===== src/rtl/des_pkg.sv =====
// DES constant tables, permutation helpers, key rotation helpers and the controller state enum.
package des_pkg;

   typedef enum logic [1:0] {
      IDLE  = 2'd0,
      ROUND = 2'd1,
      DONE  = 2'd2
   } des_state_e;

   // Counter value of the extra ROUND cycle that applies the final swap and FP.
   localparam int unsigned FINAL_CNT = 17;

   localparam int unsigned IP_TBL [64] = '{
      58, 50, 42, 34, 26, 18, 10,  2,
      60, 52, 44, 36, 28, 20, 12,  4,
      62, 54, 46, 38, 30, 22, 14,  6,
      64, 56, 48, 40, 32, 24, 16,  8,
      57, 49, 41, 33, 25, 17,  9,  1,
      59, 51, 43, 35, 27, 19, 11,  3,
      61, 53, 45, 37, 29, 21, 13,  5,
      63, 55, 47, 39, 31, 23, 15,  7
   };

   localparam int unsigned FP_TBL [64] = '{
      40,  8, 48, 16, 56, 24, 64, 32,
      39,  7, 47, 15, 55, 23, 63, 31,
      38,  6, 46, 14, 54, 22, 62, 30,
      37,  5, 45, 13, 53, 21, 61, 29,
      36,  4, 44, 12, 52, 20, 60, 28,
      35,  3, 43, 11, 51, 19, 59, 27,
      34,  2, 42, 10, 50, 18, 58, 26,
      33,  1, 41,  9, 49, 17, 57, 25
   };

   localparam int unsigned E_TBL [48] = '{
      32,  1,  2,  3,  4,  5,
       4,  5,  6,  7,  8,  9,
       8,  9, 10, 11, 12, 13,
      12, 13, 14, 15, 16, 17,
      16, 17, 18, 19, 20, 21,
      20, 21, 22, 23, 24, 25,
      24, 25, 26, 27, 28, 29,
      28, 29, 30, 31, 32,  1
   };

   localparam int unsigned P_TBL [32] = '{
      16,  7, 20, 21, 29, 12, 28, 17,
       1, 15, 23, 26,  5, 18, 31, 10,
       2,  8, 24, 14, 32, 27,  3,  9,
      19, 13, 30,  6, 22, 11,  4, 25
   };

   localparam int unsigned PC1_TBL [56] = '{
      57, 49, 41, 33, 25, 17,  9,
       1, 58, 50, 42, 34, 26, 18,
      10,  2, 59, 51, 43, 35, 27,
      19, 11,  3, 60, 52, 44, 36,
      63, 55, 47, 39, 31, 23, 15,
       7, 62, 54, 46, 38, 30, 22,
      14,  6, 61, 53, 45, 37, 29,
      21, 13,  5, 28, 20, 12,  4
   };

   localparam int unsigned PC2_TBL [48] = '{
      14, 17, 11, 24,  1,  5,
       3, 28, 15,  6, 21, 10,
      23, 19, 12,  4, 26,  8,
      16,  7, 27, 20, 13,  2,
      41, 52, 31, 37, 47, 55,
      30, 40, 51, 45, 33, 48,
      44, 49, 39, 56, 34, 53,
      46, 42, 50, 36, 29, 32
   };

   localparam logic [1:0] SHIFT_SCHED [16] = '{
      2'd1, 2'd1, 2'd2, 2'd2, 2'd2, 2'd2, 2'd2, 2'd2,
      2'd1, 2'd2, 2'd2, 2'd2, 2'd2, 2'd2, 2'd2, 2'd1
   };

   // Each box is stored row-major: index = {row, column} = {b1, b6, b2..b5}.
   localparam logic [3:0] SBOX [8][64] = '{
      '{14, 4,13, 1, 2,15,11, 8, 3,10, 6,12, 5, 9, 0, 7,
         0,15, 7, 4,14, 2,13, 1,10, 6,12,11, 9, 5, 3, 8,
         4, 1,14, 8,13, 6, 2,11,15,12, 9, 7, 3,10, 5, 0,
        15,12, 8, 2, 4, 9, 1, 7, 5,11, 3,14,10, 0, 6,13},
      '{15, 1, 8,14, 6,11, 3, 4, 9, 7, 2,13,12, 0, 5,10,
         3,13, 4, 7,15, 2, 8,14,12, 0, 1,10, 6, 9,11, 5,
         0,14, 7,11,10, 4,13, 1, 5, 8,12, 6, 9, 3, 2,15,
        13, 8,10, 1, 3,15, 4, 2,11, 6, 7,12, 0, 5,14, 9},
      '{10, 0, 9,14, 6, 3,15, 5, 1,13,12, 7,11, 4, 2, 8,
        13, 7, 0, 9, 3, 4, 6,10, 2, 8, 5,14,12,11,15, 1,
        13, 6, 4, 9, 8,15, 3, 0,11, 1, 2,12, 5,10,14, 7,
         1,10,13, 0, 6, 9, 8, 7, 4,15,14, 3,11, 5, 2,12},
      '{ 7,13,14, 3, 0, 6, 9,10, 1, 2, 8, 5,11,12, 4,15,
        13, 8,11, 5, 6,15, 0, 3, 4, 7, 2,12, 1,10,14, 9,
        10, 6, 9, 0,12,11, 7,13,15, 1, 3,14, 5, 2, 8, 4,
         3,15, 0, 6,10, 1,13, 8, 9, 4, 5,11,12, 7, 2,14},
      '{ 2,12, 4, 1, 7,10,11, 6, 8, 5, 3,15,13, 0,14, 9,
        14,11, 2,12, 4, 7,13, 1, 5, 0,15,10, 3, 9, 8, 6,
         4, 2, 1,11,10,13, 7, 8,15, 9,12, 5, 6, 3, 0,14,
        11, 8,12, 7, 1,14, 2,13, 6,15, 0, 9,10, 4, 5, 3},
      '{12, 1,10,15, 9, 2, 6, 8, 0,13, 3, 4,14, 7, 5,11,
        10,15, 4, 2, 7,12, 9, 5, 6, 1,13,14, 0,11, 3, 8,
         9,14,15, 5, 2, 8,12, 3, 7, 0, 4,10, 1,13,11, 6,
         4, 3, 2,12, 9, 5,15,10,11,14, 1, 7, 6, 0, 8,13},
      '{ 4,11, 2,14,15, 0, 8,13, 3,12, 9, 7, 5,10, 6, 1,
        13, 0,11, 7, 4, 9, 1,10,14, 3, 5,12, 2,15, 8, 6,
         1, 4,11,13,12, 3, 7,14,10,15, 6, 8, 0, 5, 9, 2,
         6,11,13, 8, 1, 4,10, 7, 9, 5, 0,15,14, 2, 3,12},
      '{13, 2, 8, 4, 6,15,11, 1,10, 9, 3,14, 5, 0,12, 7,
         1,15,13, 8,10, 3, 7, 4,12, 5, 6,11, 0,14, 9, 2,
         7,11, 4, 1, 9,12,14, 2, 0, 6,10,13,15, 3, 5, 8,
         2, 1,14, 7, 4,10, 8,13,15,12, 9, 0, 3, 5, 6,11}
   };

   // Table bit n (1-based, bit 1 = MSB) maps to vector index WIDTH-n.
   function automatic logic [63:0] des_ip(input logic [63:0] x);
      logic [63:0] y;
      y = '0;
      for (int i = 0; i < 64; i++) y[6'(63 - i)] = x[6'(64 - IP_TBL[i])];
      return y;
   endfunction

   function automatic logic [63:0] des_fp(input logic [63:0] x);
      logic [63:0] y;
      y = '0;
      for (int i = 0; i < 64; i++) y[6'(63 - i)] = x[6'(64 - FP_TBL[i])];
      return y;
   endfunction

   function automatic logic [47:0] des_e(input logic [31:0] x);
      logic [47:0] y;
      y = '0;
      for (int i = 0; i < 48; i++) y[6'(47 - i)] = x[5'(32 - E_TBL[i])];
      return y;
   endfunction

   function automatic logic [31:0] des_p(input logic [31:0] x);
      logic [31:0] y;
      y = '0;
      for (int i = 0; i < 32; i++) y[5'(31 - i)] = x[5'(32 - P_TBL[i])];
      return y;
   endfunction

   function automatic logic [55:0] des_pc1(input logic [63:0] x);
      logic [55:0] y;
      y = '0;
      for (int i = 0; i < 56; i++) y[6'(55 - i)] = x[6'(64 - PC1_TBL[i])];
      return y;
   endfunction

   function automatic logic [47:0] des_pc2(input logic [55:0] x);
      logic [47:0] y;
      y = '0;
      for (int i = 0; i < 48; i++) y[6'(47 - i)] = x[6'(56 - PC2_TBL[i])];
      return y;
   endfunction

   function automatic logic [3:0] sbox_lookup(input logic [2:0] box, input logic [5:0] six);
      return SBOX[box][{six[5], six[0], six[4:1]}];
   endfunction

   // Schedule entries are only ever 1 or 2.
   function automatic logic [27:0] rotl28(input logic [27:0] x, input logic [1:0] n);
      return (n == 2'd2) ? {x[25:0], x[27:26]} : {x[26:0], x[27]};
   endfunction

   function automatic logic [27:0] rotr28(input logic [27:0] x, input logic [1:0] n);
      return (n == 2'd2) ? {x[1:0], x[27:2]} : {x[0], x[27:1]};
   endfunction

endpackage


===== src/rtl/des_round.sv =====
// One combinational DES Feistel round: (L, R, subkey) -> (R, L ^ f(R, subkey)).
module des_round
   import des_pkg::*;
(
   input  logic [31:0] l,
   input  logic [31:0] r,
   input  logic [47:0] subkey,
   output logic [31:0] l_next_c,
   output logic [31:0] r_next_c
);

   logic [47:0] ex;
   logic [31:0] s_out;

   // Expansion, key mix and the eight S-box substitutions.
   always_comb begin
      ex    = des_e(r) ^ subkey;
      s_out = '0;
      for (int b = 0; b < 8; b++) begin
         s_out[5'(28 - 4 * b) +: 4] = sbox_lookup(3'(b), 6'(ex >> (42 - 6 * b)));
      end
   end

   assign l_next_c = r;
   assign r_next_c = l ^ des_p(s_out);

endmodule


===== src/rtl/des_iter_ctrl.sv =====
// Iterative DES engine: one round per cycle, 17-cycle accept-to-result latency.
// Define DES_CBC_EN to add the iv/iv_load ports and CBC chaining; default build is ECB.
module des_iter_ctrl
   import des_pkg::*;
(
   input  logic        clk,
   input  logic        rst,
   input  logic        in_valid,
   output logic        in_ready,
   input  logic        enc1_dec0,
   input  logic [63:0] in,
   input  logic [63:0] key,
   output logic [63:0] out,
   output logic        out_valid,
   input  logic        out_ready,
`ifdef DES_CBC_EN
   input  logic [63:0] iv,
   input  logic        iv_load,
`endif
   output logic        busy
);

   des_state_e  state_q, state_d;
   logic [4:0]  cnt_q;
   logic        enc_q;
   logic [31:0] l_q, r_q, l_nx, r_nx;
   logic [27:0] c_q, d_q, c_sh, d_sh;
   logic [47:0] subkey;
   logic [63:0] blk_in, fp_out, result;
   logic        iv_sel;
   logic        accept, round_en, finish, handoff;

`ifdef DES_CBC_EN
   logic [63:0] chain_q, ct_q;
   logic        iv_take;

   assign iv_sel  = iv_load;
   assign iv_take = (state_q == IDLE) && iv_load;
   assign blk_in  = enc1_dec0 ? (in ^ chain_q) : in;
   assign result  = enc_q ? fp_out : (fp_out ^ chain_q);
`else
   assign iv_sel  = 1'b0;
   assign blk_in  = in;
   assign result  = fp_out;
`endif

   // State register plus registered handshake/status decodes.
   always_ff @(posedge clk) begin
      if (rst) begin
         state_q  <= IDLE;
         in_ready <= 1'b1;
         busy     <= 1'b0;
      end else begin
         state_q  <= state_d;
         in_ready <= (state_d == IDLE);
         busy     <= (state_d != IDLE);
      end
   end

   // Next-state and datapath strobes.
   always_comb begin
      state_d  = state_q;
      accept   = 1'b0;
      round_en = 1'b0;
      finish   = 1'b0;
      handoff  = 1'b0;
      unique case (state_q)
         IDLE: begin
            if (!iv_sel && in_valid) begin
               accept  = 1'b1;
               state_d = ROUND;
            end
         end
         ROUND: begin
            if (cnt_q == 5'(FINAL_CNT)) begin
               finish  = 1'b1;
               state_d = DONE;
            end else begin
               round_en = 1'b1;
            end
         end
         DONE: begin
            if (out_ready) begin
               handoff = 1'b1;
               state_d = IDLE;
            end
         end
         default: state_d = IDLE;
      endcase
   end

   // Decrypt walks the schedule backwards: K16 needs no shift, then right rotations.
   always_comb begin
      c_sh = c_q;
      d_sh = d_q;
      if (enc_q) begin
         c_sh = rotl28(c_q, SHIFT_SCHED[4'(cnt_q - 5'd1)]);
         d_sh = rotl28(d_q, SHIFT_SCHED[4'(cnt_q - 5'd1)]);
      end else if (cnt_q != 5'd1) begin
         c_sh = rotr28(c_q, SHIFT_SCHED[4'(5'd17 - cnt_q)]);
         d_sh = rotr28(d_q, SHIFT_SCHED[4'(5'd17 - cnt_q)]);
      end
   end

   assign subkey = des_pc2({c_sh, d_sh});
   assign fp_out = des_fp({r_q, l_q});

   des_round u_round (
      .l        (l_q),
      .r        (r_q),
      .subkey   (subkey),
      .l_next_c (l_nx),
      .r_next_c (r_nx)
   );

   always_ff @(posedge clk) begin
      if (rst) begin
         l_q       <= '0;
         r_q       <= '0;
         c_q       <= '0;
         d_q       <= '0;
         cnt_q     <= '0;
         enc_q     <= 1'b0;
         out       <= '0;
         out_valid <= 1'b0;
      end else begin
         if (accept) begin
            {l_q, r_q} <= des_ip(blk_in);
            {c_q, d_q} <= des_pc1(key);
            enc_q      <= enc1_dec0;
            cnt_q      <= 5'd1;
         end
         if (round_en) begin
            l_q   <= l_nx;
            r_q   <= r_nx;
            c_q   <= c_sh;
            d_q   <= d_sh;
            cnt_q <= cnt_q + 5'd1;
         end
         if (finish) begin
            out       <= result;
            out_valid <= 1'b1;
         end
         if (handoff) begin
            out_valid <= 1'b0;
         end
      end
   end

`ifdef DES_CBC_EN
   // Chain follows the ciphertext side of each block.
   always_ff @(posedge clk) begin
      if (rst) begin
         chain_q <= '0;
         ct_q    <= '0;
      end else begin
         if (iv_take) begin
            chain_q <= iv;
         end
         if (accept) begin
            ct_q <= in;
         end
         if (finish) begin
            chain_q <= enc_q ? fp_out : ct_q;
         end
      end
   end
`endif

endmodule


===== config.mk =====
export PLATFORM = sky130hd
export DESIGN_NAME = des_iter_ctrl
export DESIGN_NICKNAME = d
export VERILOG_FILES = /design/src/rtl/des_pkg.sv /design/src/rtl/des_round.sv /design/src/rtl/des_iter_ctrl.sv
export SDC_FILE = /design/constraint.sdc
export NUM_CORES = 1
export LEC_CHECK = 0
export ABC_AREA = 1
export BUFFER_PORTS_ARGS = -buffer_cell sky130_fd_sc_hd__buf_2
export CAP_MARGIN = 0
export CELL_PAD_IN_SITES_DETAIL_PLACEMENT = 0
export CELL_PAD_IN_SITES_GLOBAL_PLACEMENT = 1
export CORE_ASPECT_RATIO = 0.7
export CORE_MARGIN = 8
export CORE_UTILIZATION = 30
export CTS_BUF_LIST = sky130_fd_sc_hd__clkbuf_4
export DETAILED_ROUTE_END_ITERATION = 12
export PLACE_DENSITY = 0.67
export SLEW_MARGIN = 20
export SYNTH_ARGS = -nofsm -noshare
export SYNTH_HDL_FRONTEND = slang
export SYNTH_SLANG_ARGS = --single-unit

===== constraint.sdc =====
create_clock -name clk -period 3.6 [get_ports clk]
set_input_delay 0.18 -clock clk [delete_from_list [all_inputs] [get_ports clk]]
set_output_delay 0.18 -clock clk [all_outputs]
set_load 0.005 [all_outputs]

# After elaboration in Yosys (flattened, before gate mapping)
# Memory sizes are Yosys's and may differ from the RTL's.
# Cells that the tools add are included.
dict set report word_totals {
  input_bits 133
  ramBits 0
  latch_bits 0
  mem_count 6
  register_bits 135
  output_inout_bits 67
  romBits 1088
}
dict set report op_classes {
  bitwise_logic 8
  magnitude_cmp 6
  add_sub_neg 3
  n_eq_ne 7
  n_reduce_logical 6
  shift 0
  mul 0
  n_mux 36
  div 0
}
# name words word_bits read_ports rd_ports_with_merged_regs write_ports line
set memory_table {}
lappend memory_table {{(name not given)} 64 4 1 0 0 des_pkg.sv:160} ;# return SBOX[box][{six[5], six[0], six[4:1]}];
lappend memory_table {{(name not given)} 64 4 1 0 0 des_pkg.sv:160}
lappend memory_table {{(name not given)} 64 4 1 0 0 des_pkg.sv:160}
lappend memory_table {{(name not given)} 64 4 1 0 0 des_pkg.sv:160}
lappend memory_table {{(name not given)} 16 2 1 0 0 des_iter_ctrl.sv:101} ;# d_sh = rotr28(d_q, SHIFT_SCHED[4'(5'd17 - cnt_q)]);
lappend memory_table {{(name not given)} 16 2 1 0 0 des_iter_ctrl.sv:98} ;# d_sh = rotl28(d_q, SHIFT_SCHED[4'(cnt_q - 5'd1)]);
# op n
set op_table {}
lappend op_table {{28-bit 2-to-1 mux} 6}
lappend op_table {{32-bit 2-to-1 mux} 4}
lappend op_table {{32-bit by 14-bit XOR with 32-bit output} 1}
lappend op_table {{7-bit >= comparator, second input constant} 4}
lappend op_table {{6-bit NOT with 7-bit output} 4}
lappend op_table {{24-bit XOR} 1}
lappend op_table {{2-bit 2-to-1 mux} 9}
lappend op_table {{3-bit 2-to-1 mux} 4}
lappend op_table {{5-bit >= comparator, second input constant} 2}
lappend op_table {{5-bit 2-to-1 mux} 2}
lappend op_table {{4-bit NOT with 5-bit output} 2}
lappend op_table {{1-bit 2-to-1 mux} 8}
lappend op_table {{4-bit 2-to-1 mux} 2}
lappend op_table {{2-bit equality test, second input constant} 3}
lappend op_table {{2-bit case mux with 3 select lines} 1}
lappend op_table {{5-bit by 1-bit adder with 5-bit output, second input constant} 1}
lappend op_table {{5-bit equality test, second input constant} 1}
lappend op_table {{5-bit by 1-bit != test with 1-bit output, second input constant} 1}
lappend op_table {{2-bit zero test} 2}
lappend op_table {{2-bit nonzero test} 2}
lappend op_table {{1-bit by 4-bit subtractor with 4-bit output, first input constant} 1}
lappend op_table {{4-bit by 1-bit subtractor with 4-bit output, second input constant} 1}
lappend op_table {{3-bit by 2-bit != test with 1-bit output, second input constant} 1}
lappend op_table {{2-bit by 1-bit equality test with 1-bit output, second input constant} 1}
lappend op_table {{2 further kinds} 2}

# Logic depth before layout (Yosys ltp)
dict set report depth {
  ltp_word 16
  mapped_depth 29
  mapped_depth_nobuf 27
}

# Cells and area by module
# Synthesis repeated with hierarchy kept, for this count alone.
dict set report hier_totals {
  cells_unflattened 1866
  hier_area_um2 11379.7
}
# module instances area_each_um2 seq_area_each_um2 cells_each
set by_module_without_submodules {}
lappend by_module_without_submodules {des_iter_ctrl 1 9208.8 3263.1 1477}
lappend by_module_without_submodules {des_round 1 2170.8 0.0 389}

# Worst setup path before layout
# No wires, ideal clock.
dict set report synth_timing {
  path_type {register -> register}
  from {register cnt_q[1]}
  to {register r_q[0]}
  required_time_ns 3.466
  arrival_time_ns 2.839
  stages_incl_launch_ff 25
  n_path_buf 2
  setup_slack_ns 0.628
  path_cell_list {dfxtp_1 -> inv_1 -> ha_1 -> nor2_1 -> nand2_1 -> nand2_1 -> nand2_2 -> nand2_2 -> buf_6 -> buf_6 -> nand2_1 -> nand3_1 -> nand3_1 -> nand2_1 -> nand2_1 -> ha_1 -> or2_2 -> nand2_1 -> nand3_1 -> nand3_1 -> nand3_1 -> nand3_1 -> nand3_1 -> nand2_1 -> a21oi_1}
}
dict set report synth_via {
  elab_chain_len 16
  elab_cells_between_ends 28
}
# element line
set synth_lines {}
lappend synth_lines {{from (decl)} des_iter_ctrl.sv:24} ;# logic [4:0] cnt_q;
lappend synth_lines {{from (signal assigned)} des_iter_ctrl.sv:138} ;# cnt_q <= cnt_q + 5'd1;
lappend synth_lines {{1-bit by 4-bit subtractor with 4-bit output} des_iter_ctrl.sv:101}
lappend synth_lines {{4-bit NOT with 5-bit output (not written as such)} des_iter_ctrl.sv:101}
lappend synth_lines {{memory 16 x 2 bit} n/a}
lappend synth_lines {{2-bit 2-to-1 mux (not written as such) (2 in series)} des_iter_ctrl.sv:101}
lappend synth_lines {{2-bit equality test} des_pkg.sv:169} ;# return (n == 2'd2) ? {x[1:0], x[27:2]} : {x[0], x[27:1]};
lappend synth_lines {{28-bit 2-to-1 mux} des_pkg.sv:169}
lappend synth_lines {{28-bit 2-to-1 mux} des_iter_ctrl.sv:99} ;# end else if (cnt_q != 5'd1) begin
lappend synth_lines {{28-bit 2-to-1 mux} des_iter_ctrl.sv:96} ;# if (enc_q) begin
lappend synth_lines {{24-bit XOR} des_round.sv:17} ;# ex = des_e(r) ^ subkey;
lappend synth_lines {{6-bit NOT with 7-bit output (not written as such)} des_pkg.sv:160}
lappend synth_lines {{memory 64 x 4 bit} n/a}
lappend synth_lines {{4-bit 2-to-1 mux (not written as such) (2 in series)} des_pkg.sv:160}
lappend synth_lines {{32-bit by 14-bit XOR with 32-bit output} des_round.sv:25} ;# assign r_next_c = l ^ des_p(s_out);
lappend synth_lines {{32-bit 2-to-1 mux} des_iter_ctrl.sv:133} ;# if (round_en) begin
lappend synth_lines {{to (signal assigned)} des_iter_ctrl.sv:128} ;# {l_q, r_q} <= des_ip(blk_in);
lappend synth_lines {{to (signal assigned)} des_iter_ctrl.sv:135} ;# r_q <= r_nx;
lappend synth_lines {{to (decl)} des_iter_ctrl.sv:26} ;# logic [31:0] l_q, r_q, l_nx, r_nx;
# Parallel ways exist; a longest one is shown, timed or not. The select of a mux whose other input is x is not followed.
# A chain may end at the register's enable or synchronous reset.

# Final worst setup path
dict set report layout_timing {
  from {register cnt_q[1]}
  to {register r_q[5]}
}
dict set report layout_via {
  elab_chain_len 16
  elab_cells_between_ends 28
}
# element line
set layout_lines {}
lappend layout_lines {{1-bit by 4-bit subtractor with 4-bit output} des_iter_ctrl.sv:101}
lappend layout_lines {{4-bit NOT with 5-bit output (not written as such)} des_iter_ctrl.sv:101}
lappend layout_lines {{memory 16 x 2 bit} n/a}
lappend layout_lines {{2-bit 2-to-1 mux (not written as such) (2 in series)} des_iter_ctrl.sv:101}
lappend layout_lines {{2-bit equality test} des_pkg.sv:169}
lappend layout_lines {{28-bit 2-to-1 mux} des_pkg.sv:169}
lappend layout_lines {{28-bit 2-to-1 mux} des_iter_ctrl.sv:99}
lappend layout_lines {{28-bit 2-to-1 mux} des_iter_ctrl.sv:96}
lappend layout_lines {{24-bit XOR} des_round.sv:17}
lappend layout_lines {{6-bit NOT with 7-bit output (not written as such)} des_pkg.sv:160}
lappend layout_lines {{memory 64 x 4 bit} n/a}
lappend layout_lines {{3-bit 2-to-1 mux (not written as such) (2 in series)} des_pkg.sv:160}
lappend layout_lines {{32-bit by 14-bit XOR with 32-bit output} des_round.sv:25}
lappend layout_lines {{32-bit 2-to-1 mux} des_iter_ctrl.sv:133}
# Parallel ways exist; a longest one is shown, timed or not. The select of a mux whose other input is x is not followed.

==> metrics.cfg <==
[synthesis]
async_reset_ff_share_pct=0
synthFlopType=dfxtp_1
yosys_register_bits=121
synthTopCellsByCount=nand2_1 (369), nand3_1 (145), dfxtp_1 (121)
netlist_area_sq_mm=0.00811
synthTopCellsByArea=dfxtp_1 (30%), nand2_1 (17%), nand3_1 (9.0%)
ys_warn_count=0
synth_edf_count=0
synthDistinctLibCells=44
synth-seq-area-share_pct=29.9
synth_most_common_cell=nand2_1
yosysTopAreaCell=dfxtp_1
synth_cells=1239
avgSynthCellArea_sq_um=6.54
synth_top_area_share_pct=29.9

[power_and_ir_drop]
p_per_area_mw_per_mm2=448
ir_drop_mv=0.170
p_leak_nw=4.28

[clocking]
cts_buffers=17
cts_tree=yes
cts.sinks=121
path_clk_slew_ns=0.12
cts_htree_levels=4
clkLatencyLatePin_ns=0.58
clock_path_buffers=2
clockRootBuffer=clkbuf_4

[sta]
hold_viol=0
min_period_ns=3.32
final.setup.tns_ns=0
finalSetupViolations=0
tightest_slew_ns=0.944
fmax_mhz=301
slew_headroom_pct=37.1
rsz0062_at_grt=yes
fin_crit_sh_pct=92.3
finalMaxSlewViolations=0
finalClockSkew_ns=0.0171

[floorplan]
ios=200
die_y_microns=154
rows=50
core_area_sq_mm=0.0267
die-area_sq_mm=0.0326
die_w_microns=212
initial_core_util_pct=30.4

[route]
vias=8753
vias_per_cell=4.96
avgRoutedWirePerCell_microns=17.3
dr.pass1.iters=6
antenna_left=0
drc=0
wl_microns=30500
drtIter0Drc=802

[grt]
use_met1_pct=28.0
grt.met2_usage_pct=24.1
top_usage_layer=met1
antenna_found_initial=1
met3_usage_pct=4.77
overflow=0
grt_max_degree=76
grt_use_total_pct=18.2
grt_pass1_wl_microns=46400
first_global_vias=7937

[setup_path]
critical-path-top-delay-family=simple AND/OR/NAND/NOR gates
startpoint=cnt_q[1]
crit_path_frequent_cell=nand3_1
cp_num_buf_inv=2
arrival_ns=3.76
start_kind=register
critPathSlowestCell=dfxtp_1
crit_required_ns=4.04
r2r-start=cnt_q[1]
crit_type=reg2reg
crit_path_end_kind=register
cp_slowest_stage_delay_ns=0.35
cp_cell_sequence=inv_1 > ha_1 > nand3b_1 > nand2_1 > nand2_2 > buf_4 > nand3_1 > nand3_1 > nand3_1 > nand2_1 > nand2_1 > ha_1 > or2_2 > nand2_1 > nand3_1 > nand3_1 > nand3_1 > nand3_1 > nand3_1 > nand2_1 > a21oi_1
cp_max_fo=14

[finish]
final_cells=1763
n_fill_cell=2938
final_nets=1549
drive_gt1_share_pct=16.2
synthToLayoutAreaGrowth_pct=20.6

[hold_path]
hold_class=in2reg
min-delay-start=in_valid

[outcome]
status=finished clean

[job]
drv_cap=0

[placed_design]
gp_congestion=0.907
hpwl_microns=21600
port_buffers=92
dp.cells=1675

cells by family (layout without fill, tap and decap cells):
| logic type | count (synthesis) | in the layout | synth area share [%] |
|---|---|---|---|
| AOI/OAI and AO/OA | 213 | 213 | 15.8 |
| DFF | 121 | 121 | 29.9 |
| xor gates and xnor gates | 11 | 11 | 1.88 |
| buffers and inverters | 187 | 315 | 10.9 |
| and+or+nand+nor | 675 | 675 | 36.7 |
| adders and majority gates | 31 | 31 | 4.79 |
| other | 1 | 33 | 0.0463 |
flip-flops by register name, indices dropped and copies added (netlist names):
signal	cells
state_q	2
enc_q	1
l_q	25
out	32
d_q	28
busy	1
cnt_q	5
out_valid	1
r_q	25
in_ready	1
layer usage:
metal / wire length [microns] / vias up
met4: 459 / 0
met3: 2520 / 29
li1: - / 4392
met5: 0 / -
met1: 15400 / 4023
met2: 12100 / 309
power breakdown:
part	internal (mW)	switching, mW	total [mW]
registers	1.41	0.113	1.52
logic	0.671	1.23	1.90
clock network	0.351	0.605	0.957
tightest hold or removal path, delay by kind of cell:
family	cells	cell delay, ns
AOI/OAI and AO/OA	1	0.05
and+or+nand+nor	2	0.16
buffers and inverters	2	0.31
worst paths after layout:
| kind | to | slack (ns) | cells after the start |
|---|---|---|---|
| worst max-delay path | r_q[5] | 0.28 | 21 |
| worst min-delay path | cnt_q[4] | 0.15 | 5 |
| worst max register to register | r_q[5] | 0.28 | 21 |
| worst min register to register | l_q[23] | 0.47 | 2 |
placed cells by master (no fill, tap or decap), types with 3 or more instances in the layout:
cell type and n:
a21oi_1 90, a21oi_2 3, a221oi_1 15, a31oi_1 12, buf_2 92, buf_4 39, clkbuf_4 18, clkinv_1 4
clkinv_4 4, clkinvlp_4 3, conb_1 32, dfxtp_1 121, dlygate4sd3_1 55, ha_1 31, inv_1 83, inv_2 11
nand2_1 366, nand2_2 20, nand3_1 145, nand3_2 6, nand3b_1 3, nand4_1 36, nor2_1 79, nor2_4 3
o211ai_1 4, o211ai_2 3, o21a_1 3, o21ai_0 53, o21ai_1 7, o221ai_1 18, or2_1 4, or2_2 4
xor2_1 4, xor2_2 5
cell type report:
class	instances	area, sq um	share of cell area (%)
multi-input combinational	962	4950	50.7
sequential	121	2420	24.8
timing repair buffer	187	1320	13.5
tap	364	455	4.66
inverter	96	360	3.69
clock buffer	18	135	1.38
clock inverter	14	125	1.28
antenna	1	2.50	0.0256
what timing repair did:
| item | CTS | global route |
|---|---|---|
| buffers inserted | 0 | 0 |
| setup endpoints to repair | 0 | 7 |
| hold endpoints to repair | 57 | 0 |
| hold buffers | 55 | 0 |
| resized for setup | 0 | 9 |
stage by stage:
step	hold WS, ns	power [mW]	cell area, sq um	setup WS [ns]	utilization (%)
final	0.148	4.38	9770	0.276	36.7
after global routing	0.126	4.71	9770	-0.0270	36.7
after CTS	0.0877	4.39	9740	0.161	36.5
after detailed placement	0.406	3.37	8930	0.186	33.5
after global placement	0.400	3.37	8930	0.220	33.5
after floorplan	0.264	2.82	8220	0.628	-
Note: power is estimated with default switching activity, not from simulation.
